==> src/rtl/video_raster_irq_if.sv <==
// video_raster_irq_if: CPU-side IO register window of the raster IRQ block.
//   io_addr    register select (5 bits)
//   io_wrdata  register write data
//   io_wren    write strobe, one cycle per write
//   io_rddata  register read data (combinational in the slave)
interface video_raster_irq_if;
  logic [4:0] io_addr;
  logic [7:0] io_wrdata;
  logic       io_wren;
  logic [7:0] io_rddata;

  modport master (output io_addr, io_wrdata, io_wren, input io_rddata);
  modport slave  (input io_addr, io_wrdata, io_wren, output io_rddata);
endinterface

==> src/rtl/video_raster_irq.sv <==
// video_raster_irq: NUM_CH raster-line compare channels plus a vblank source,
// each with a mask bit and a sticky status bit, combined into one registered
// CPU interrupt line. Each channel can auto-step its compare line after every
// hit (wrapping at VTOTAL) so one channel can raise several split-screen
// interrupts per frame; vblank re-arms every channel from its BASE.
//   clk, reset_n  clock, asynchronous active-low reset
//   io            register window (slave): addr/wrdata/wren in, rddata out
//   vpos          current line from video_timing
//   vblank        vertical blank level from video_timing
//   irq           registered interrupt request, active high
module video_raster_irq #(
  parameter int NUM_CH = 4,
  parameter int VPOS_W = 9,
  parameter int VTOTAL = 262
) (
  input  logic                clk,
  input  logic                reset_n,
  video_raster_irq_if.slave   io,
  input  logic [VPOS_W-1:0]   vpos,
  input  logic                vblank,
  output logic                irq
);

  localparam logic [6:0]      CH_BITS = 7'((1 << NUM_CH) - 1);
  localparam logic [7:0]      VALID   = {1'b1, CH_BITS};
  localparam logic [VPOS_W:0] VTOT    = (VPOS_W + 1)'(VTOTAL);

  // Next compare line after a hit, wrapped into 0..VTOTAL-1.
  function automatic logic [VPOS_W-1:0] step_wrap(input logic [VPOS_W-1:0] cur,
                                                  input logic [7:0] step);
    logic [VPOS_W:0] sum;
    sum = {1'b0, cur} + (VPOS_W + 1)'(step);
    if (sum >= VTOT) sum = sum - VTOT;
    return sum[VPOS_W-1:0];
  endfunction

  logic [VPOS_W-1:0] base_q  [NUM_CH];
  logic [VPOS_W-1:0] base_nx [NUM_CH];
  logic [VPOS_W-1:0] cur_q   [NUM_CH];
  logic [7:0]        step_q  [NUM_CH];
  logic [NUM_CH-1:0] match_p0, match_p1, hit_p0, base_wr, step_wr;
  logic [7:0]        mask_q, stat_q, stat_set, stat_clr, rdata;
  logic              vblank_p1, vblank_rise, wr_mask, wr_stat;

  // Stage p0: register decode, line compare, edge detect
  always_comb begin
    wr_mask     = io.io_wren && (io.io_addr == 5'd0);
    wr_stat     = io.io_wren && (io.io_addr == 5'd1);
    vblank_rise = vblank && !vblank_p1;
    for (int i = 0; i < NUM_CH; i++) begin
      base_nx[i] = base_q[i];
      base_wr[i] = 1'b0;
      step_wr[i] = 1'b0;
      if (io.io_wren && (io.io_addr[4:2] == 3'(i + 2))) begin
        case (io.io_addr[1:0])
          2'd0: begin
            base_nx[i][7:0] = io.io_wrdata;
            base_wr[i]      = 1'b1;
          end
          // High byte: bits above VPOS_W fall off in the truncating cast.
          2'd1: begin
            base_nx[i] = VPOS_W'({io.io_wrdata, base_q[i][7:0]});
            base_wr[i] = 1'b1;
          end
          2'd2:    step_wr[i] = 1'b1;
          default: ;
        endcase
      end
      match_p0[i] = (vpos == cur_q[i]);
      hit_p0[i]   = match_p0[i] && !match_p1[i];
    end
    // Hardware set is OR-ed in after the clear so it wins on the same bit.
    stat_set = {vblank_rise, 7'(hit_p0)};
    stat_clr = wr_stat ? io.io_wrdata : 8'h00;
  end

  // Stage p1: state update; irq follows STAT/MASK one clock later
  always_ff @(posedge clk or negedge reset_n) begin
    if (!reset_n) begin
      mask_q    <= 8'h00;
      stat_q    <= 8'h00;
      irq       <= 1'b0;
      vblank_p1 <= 1'b0;
      match_p1  <= '0;
      for (int i = 0; i < NUM_CH; i++) begin
        base_q[i] <= '0;
        cur_q[i]  <= '0;
        step_q[i] <= 8'h00;
      end
    end else begin
      vblank_p1 <= vblank;
      match_p1  <= match_p0;
      if (wr_mask) mask_q <= io.io_wrdata & VALID;
      stat_q <= ((stat_q & ~stat_clr) | stat_set) & VALID;
      irq    <= |(stat_q & mask_q);
      for (int i = 0; i < NUM_CH; i++) begin
        base_q[i] <= base_nx[i];
        if (step_wr[i]) step_q[i] <= io.io_wrdata;
        // CPU base write and vblank re-arm both load BASE; either beats auto-step.
        if (base_wr[i] || vblank_rise)
          cur_q[i] <= base_nx[i];
        else if (hit_p0[i] && (step_q[i] != 8'h00))
          cur_q[i] <= step_wrap(cur_q[i], step_q[i]);
      end
    end
  end

  always_comb begin
    rdata = 8'h00;
    case (io.io_addr)
      5'd0:    rdata = mask_q;
      5'd1:    rdata = stat_q;
      5'd2:    rdata = vpos[7:0];
      5'd3:    rdata = 8'(vpos >> 8);
      default: ;
    endcase
    for (int i = 0; i < NUM_CH; i++) begin
      if (io.io_addr[4:2] == 3'(i + 2)) begin
        case (io.io_addr[1:0])
          2'd0:    rdata = base_q[i][7:0];
          2'd1:    rdata = 8'(base_q[i] >> 8);
          2'd2:    rdata = step_q[i];
          default: rdata = cur_q[i][7:0];
        endcase
      end
    end
  end

  assign io.io_rddata = rdata;

endmodule
==> src/flat_wrapper.sv <==
// flat-port wrapper written by rule: the top's interface ports become plain ports
module video_raster_irq_flat 
#(
  parameter int NUM_CH = 4,
  parameter int VPOS_W = 9,
  parameter int VTOTAL = 262
)
  (clk, reset_n, vpos, vblank, irq, io_io_addr, io_io_wrdata, io_io_wren, io_io_rddata);
  video_raster_irq_if io_i ();
  input  logic clk;
  input  logic reset_n;
  input  logic [VPOS_W-1:0] vpos;
  input  logic vblank;
  output logic irq;
  input wire logic [$bits(io_i.io_addr)-1:0] io_io_addr;
  input wire logic [$bits(io_i.io_wrdata)-1:0] io_io_wrdata;
  input wire logic [$bits(io_i.io_wren)-1:0] io_io_wren;
  output wire logic [$bits(io_i.io_rddata)-1:0] io_io_rddata;
  assign io_i.io_addr = io_io_addr;
  assign io_i.io_wrdata = io_io_wrdata;
  assign io_i.io_wren = io_io_wren;
  assign io_io_rddata = io_i.io_rddata;
  video_raster_irq #(.NUM_CH(NUM_CH), .VPOS_W(VPOS_W), .VTOTAL(VTOTAL)) u_core (.clk(clk), .reset_n(reset_n), .io(io_i), .vpos(vpos), .vblank(vblank), .irq(irq));
endmodule
==> config.mk <==
export PLATFORM = sky130hd
export DESIGN_NAME = video_raster_irq_flat
export DESIGN_NICKNAME = d
export VERILOG_FILES = /design/src/rtl/video_raster_irq_if.sv /design/src/rtl/video_raster_irq.sv /design/src/flat_wrapper.sv
export SDC_FILE = /design/constraint.sdc
export NUM_CORES = 1
export LEC_CHECK = 0
export BUFFER_PORTS_ARGS = -buffer_cell sky130_fd_sc_hd__buf_4
export CORE_MARGIN = 8
export CORE_UTILIZATION = 30
export DETAILED_ROUTE_END_ITERATION = 8
export HOLD_SLACK_MARGIN = 0.12
export PLACE_DENSITY = 0.43
export SLEW_MARGIN = 5
export SYNTH_ARGS = -nofsm -noshare
export SYNTH_HDL_FRONTEND = slang
export SYNTH_SLANG_ARGS = --single-unit
==> constraint.sdc <==
create_clock -name clk -period 4.2 [get_ports clk]
set_input_delay 1.26 -clock clk [delete_from_list [all_inputs] [get_ports clk]]
set_output_delay 1.26 -clock clk [all_outputs]
set_load 0.02 [all_outputs]
======== Word-level counts from Yosys, hierarchy flattened ========
Index checks and enable logic that the tools add are counted.
storage, ports and cells
  flip-flop bits (word level) ............. 120
cells by class
  $add $sub $neg .......................... 8
  order comparisons ....................... 4
  eq/ne operators ......................... 13
  muxes and demuxes ....................... 44
  bitwise operators ....................... 4
  reductions and logical operators ........ 36
operators with widths
  operator               number
  $mux W9                16
  $pmux W8 S3            4
  $mux W8                9
  $add A9 B8 Y10         4
  $ge A10 B9 Y1 const B  4
  $eq A9 B9 Y1           4
  $sub A9 B9 Y9 const B  4
  $pmux W8 S4            1
  $reduce_bool A8 Y1     4
  $and A8 B8 Y8          2
  $logic_and A1 B1 Y1    15
  $mux W1                14
  $eq A5 B2 Y1 const B   2
  $not A8 Y8             1
  $or A8 B8 Y8           1
  $reduce_bool A2 Y1     4
  $reduce_or A8 Y1       1
  $eq A3 B2 Y1 const B   2
  $eq A3 B3 Y1 const B   2
  $eq A5 B1 Y1 const B   1
  $logic_not A1 Y1       5
  $logic_not A5 Y1       1
  $logic_or A1 B1 Y1     4
  $eq A2 B1 Y1 const B   1
  other kinds (3)        3

======== Longest topological paths before layout ========
  depth after elaboration ................. 6
  mapped depth ............................ 11

======== Worst setup path before layout ========
Ideal clock, no wire load.
  path kind ............................... input port to output port
  start ................................... input port io_io_addr[1]
  end ..................................... output port io_io_rddata[1]
  arrival ................................. 3.039 ns
  data required time ...................... 2.940 ns
  path slack .............................. -0.099 ns
  cell stages on the path ................. 7
  path through ............................ clkbuf_1 buf_1 buf_1 mux2i_1 nor2_1 a21oi_1 a21oi_1
on the way
  longest elaborated chain between the ends .. 6
  elaborated cells between the ends (all ways) .. 16
  classes of those cells .................. eq/ne: 5; mux: 9; reduce/logical: 2
ends and longest elaborated chain
  element                                            RTL line                                          text
  start, declared                                    flat_wrapper.sv:15                                input wire logic [$bits(io_i.io_addr)-1:0] io_io_addr;
  $eq A5 B2 Y1 (tied with other cells)               video_raster_irq.sv:110                           case (io.io_addr)
  $pmux W8 S4 / $pmux W8 S3 (equally long branches)  video_raster_irq.sv:110, video_raster_irq.sv:119
  $mux W8 (3 in series)                              video_raster_irq.sv:118                           if (io.io_addr[4:2] == 3'(i + 2)) begin
  $mux W8 *                                          video_raster_irq.sv:118
  end, declared                                      flat_wrapper.sv:18                                output wire logic [$bits(io_i.io_rddata)-1:0] io_io_rddata;
Mark *: on every way between the ends. The rest lies on a longest branch, timed or not.

======== Final worst setup path ========
  start ................................... input port io_io_addr[1]
  end ..................................... output port io_io_rddata[3]
Same word-level chain as after synthesis.

==> results.cfg <==
[die]
rows = 63
die_h_microns = 187.6
io_pins = 35
dieArea_sq_um = 35210
start_util = 0.3014
core_sq_um = 29320
die_x_microns = 187.6

[timing]
rsz0062_at_grt = no
finalHoldViolCount = 0
fin_crit_sh = 0.9706
tns_ps = 0
worstMarginPinSlew_ps = 962.8
fin_crit_ps = 4077
finalSetupViolCount = 0
skew_ps = 9.287
slew_violations = 0
slew_headroom = 0.3581
max_freq_ghz = 0.2453

[placement]
placed_cells = 1356
dp_hpwl_microns = 21930
io_buffers = 34
gp_congestion = 0.8783

[clocking]
clock-root-buffer = clkbuf_16
insertion_delay_ps = 420
clock-sinks = 120
cts_tree = built
clockBufferDepth = 2
cts_setup_buffers = 0
cts.clk_slew.worst_paths_ps = 60
htreeDepth = 4
numCtsBuffers = 17

[logic_synthesis]
ys_warn_count = 0
synthCells = 947
synth_area_sq_um = 8838
ys_ff_latch = 120
async_flop_share = 1.000
synth.area.top_cells = dfrtp_1 (34%), mux2_2 (9.4%), mux2i_1 (5.8%)
yosysUniqueCellTypes = 76
synth_seq_area_share = 0.3398
synth_area_per_cell_sq_um = 9.333
syn_nets = 1013
synth_top_area_share = 0.3398
synthFlopType = dfrtp_1
synth.largest_area_cell = dfrtp_1
synth-edff-count = 0

[worst_setup_path]
end_kind = output pin
cp_data_required_time_ps = 2940
critPathLaunchType = input pin
crit_type = input pin to output pin
cp_max_fo = 14
critical_path_arrival_ps = 2820

[global_routing]
grt_pass1_vias = 7530
track_usage = 0.1696
grt_first_pass_wirelength_microns = 46510
grt_overflow = 0
grt_max_degree = 76
antenna_found_initial = 0

[routing]
vias_per_cell = 5.357
vias = 7435
wl_per_cell_microns = 21.22
drt_wl_total_microns = 29460
drtIter0Drc = 563
ant_nets = 0
dr.pass1.iters = 5
drc = 0

[pwr]
ir_drop_mv = 0.2591
p_leak_uw = 0.004465
p_per_area_nw_per_um2 = 509.5

[cells_and_area]
instances_no_fill = 1388
register_area_sq_um = 3003
finalCoreUtilization = 0.3487
area_growth_syn_to_layout_pct = 15.69
nets = 1051
drive_above_1_share = 0.1964
fillers = 3039
n_antenna_cell = 0
multi_input_area_sq_um = 5603

[flow_run]
maxCapViolations = 0

[hold_path]
holdCritPathClass = flip-flop to flip-flop

[status]
status = finished, final reports clean
==> kinds of logic (layout without fill, tap and decap cells) <==
kind of cell / after synthesis / after routing / share of synthesized area
multiplexers: 130 / 130 / 0.1648
AO/OA/AOI/OAI: 237 / 237 / 0.1764
buffers and inverters: 57 / 108 / 0.02690
XOR/XNOR: 66 / 66 / 0.06540
AND/OR/NAND/NOR: 297 / 297 / 0.1668
flip-flops: 120 / 120 / 0.3398
adder cells (fa/ha/maj): 40 / 40 / 0.06002
==> flip-flops by register name, summed over array words and instances (netlist names) <==
signal and count:
u_core.vblank_p1 1, u_core.stat_q 5, u_core.mask_q 5, u_core.cur_q 36, u_core.irq 1, u_core.match_p1 4, u_core.base_q 36, u_core.step_q 32
==> cell usage after synthesis (6+ instances only) <==
| master | count |
|---|---|
| nand2_1 | 56 |
| nor4_1 | 12 |
| o21ai_0 | 46 |
| a31oi_1 | 6 |
| nor3_1 | 40 |
| a21oi_1 | 72 |
| clkbuf_1 | 31 |
| xor2_1 | 37 |
| ha_1 | 36 |
| o21a_1 | 7 |
| nand4_1 | 8 |
| o22ai_1 | 13 |
| a21o_1 | 15 |
| nor3b_1 | 6 |
| a22oi_1 | 7 |
| a211oi_1 | 17 |
| mux2_2 | 74 |
| nand3_1 | 16 |
| nand2b_1 | 8 |
| nor2_1 | 93 |
| xnor2_1 | 29 |
| or3_1 | 8 |
| and3_1 | 13 |
| and2_1 | 9 |
| mux2i_1 | 51 |
| dfrtp_1 | 120 |
| buf_1 | 7 |
| inv_1 | 12 |
==> area by class of cell <==
class | instances | area share
clock buffers | 21 | 0.04601
clock inverters | 11 | 0.01199
inverters | 12 | 0.004405
multi-input cells | 770 | 0.5480
flip-flops and latches | 120 | 0.2937
well taps | 390 | 0.04772
repair buffers | 64 | 0.04821
==> critical path, stage by stage <==
cell and delay, ps:
buf_4 230, and2_1 180, buf_4 210, a21oi_1 100
o22ai_1 290, nor3_2 100, buf_4 150, a21oi_1 130
buf_4 160
==> routing by layer <==
layer / share of wire / track usage / up-vias
met2: 0.45 / 0.2627 / 148
met1: 0.49 / 0.2374 / 3659
met3: 0.042 / 0.03269 / 31
met5: 0 / 0 / -
li1: - / - / 3597
met4: 0.016 / 0.04667 / 0
==> through the flow <==
stage / power [uW] / worst slack, ps / hold WS, ps / instance area [sq um]
after global routing: 5579 / 32.54 / 534.0 / 10220
final: 5209 / 123.5 / 477.7 / 10220
after floorplan: 3169 / 38.37 / 438.1 / 8840
after CTS: 5253 / 54.34 / 489.6 / 10220
after detailed placement: 3745 / 74.26 / 481.3 / 9627
after global placement: 3754 / 58.71 / 477.4 / 9627
==> placed cells by master, fill, tap and decap left out, drive strengths merged, types with 37 or more instances in the layout <==
master and count:
dfrtp 120, xor2 37, mux2 74, o21ai 50, buf 64, nor3 41
nand2 57, nor2 93, mux2i 51, a21oi 72
==> final timing paths <==
| check | startpoint | to | slack [ps] | depth (start not counted) |
|---|---|---|---|---|
| max | io_io_addr[1] | io_io_rddata[3] | 120 | 9 |
| min | u_core.match_p1[3]$_DFF_PN0_ | u_core.stat_q[3]$_DFF_PN0_ | 480 | 1 |
| max reg2reg | u_core.step_q[8]$_DFFE_PN0P_ | u_core.cur_q[15]$_DFFE_PN0P_ | 970 | 10 |
| min reg2reg | u_core.match_p1[3]$_DFF_PN0_ | u_core.stat_q[3]$_DFF_PN0_ | 480 | 1 |
| max in group asynchronous | reset_n | u_core.base_q[34]$_DFF_PN0_ | 2490 | 2 |
| min in group asynchronous | reset_n | u_core.cur_q[17]$_DFFE_PN0P_ | 860 | 1 |
==> power breakdown <==
group / switching [uW] / total (uW) / internal (uW)
Sequential: 281 / 1650 / 1370
Combinational: 1180 / 2090 / 914
Clock: 549 / 1470 / 918
==> timing repair <==
action                     4_1_cts  5_1_grt
resized for setup                0        1
hold buffers                     0        0
setup endpoints to repair        0        1
(Power assumes the default switching activity.)
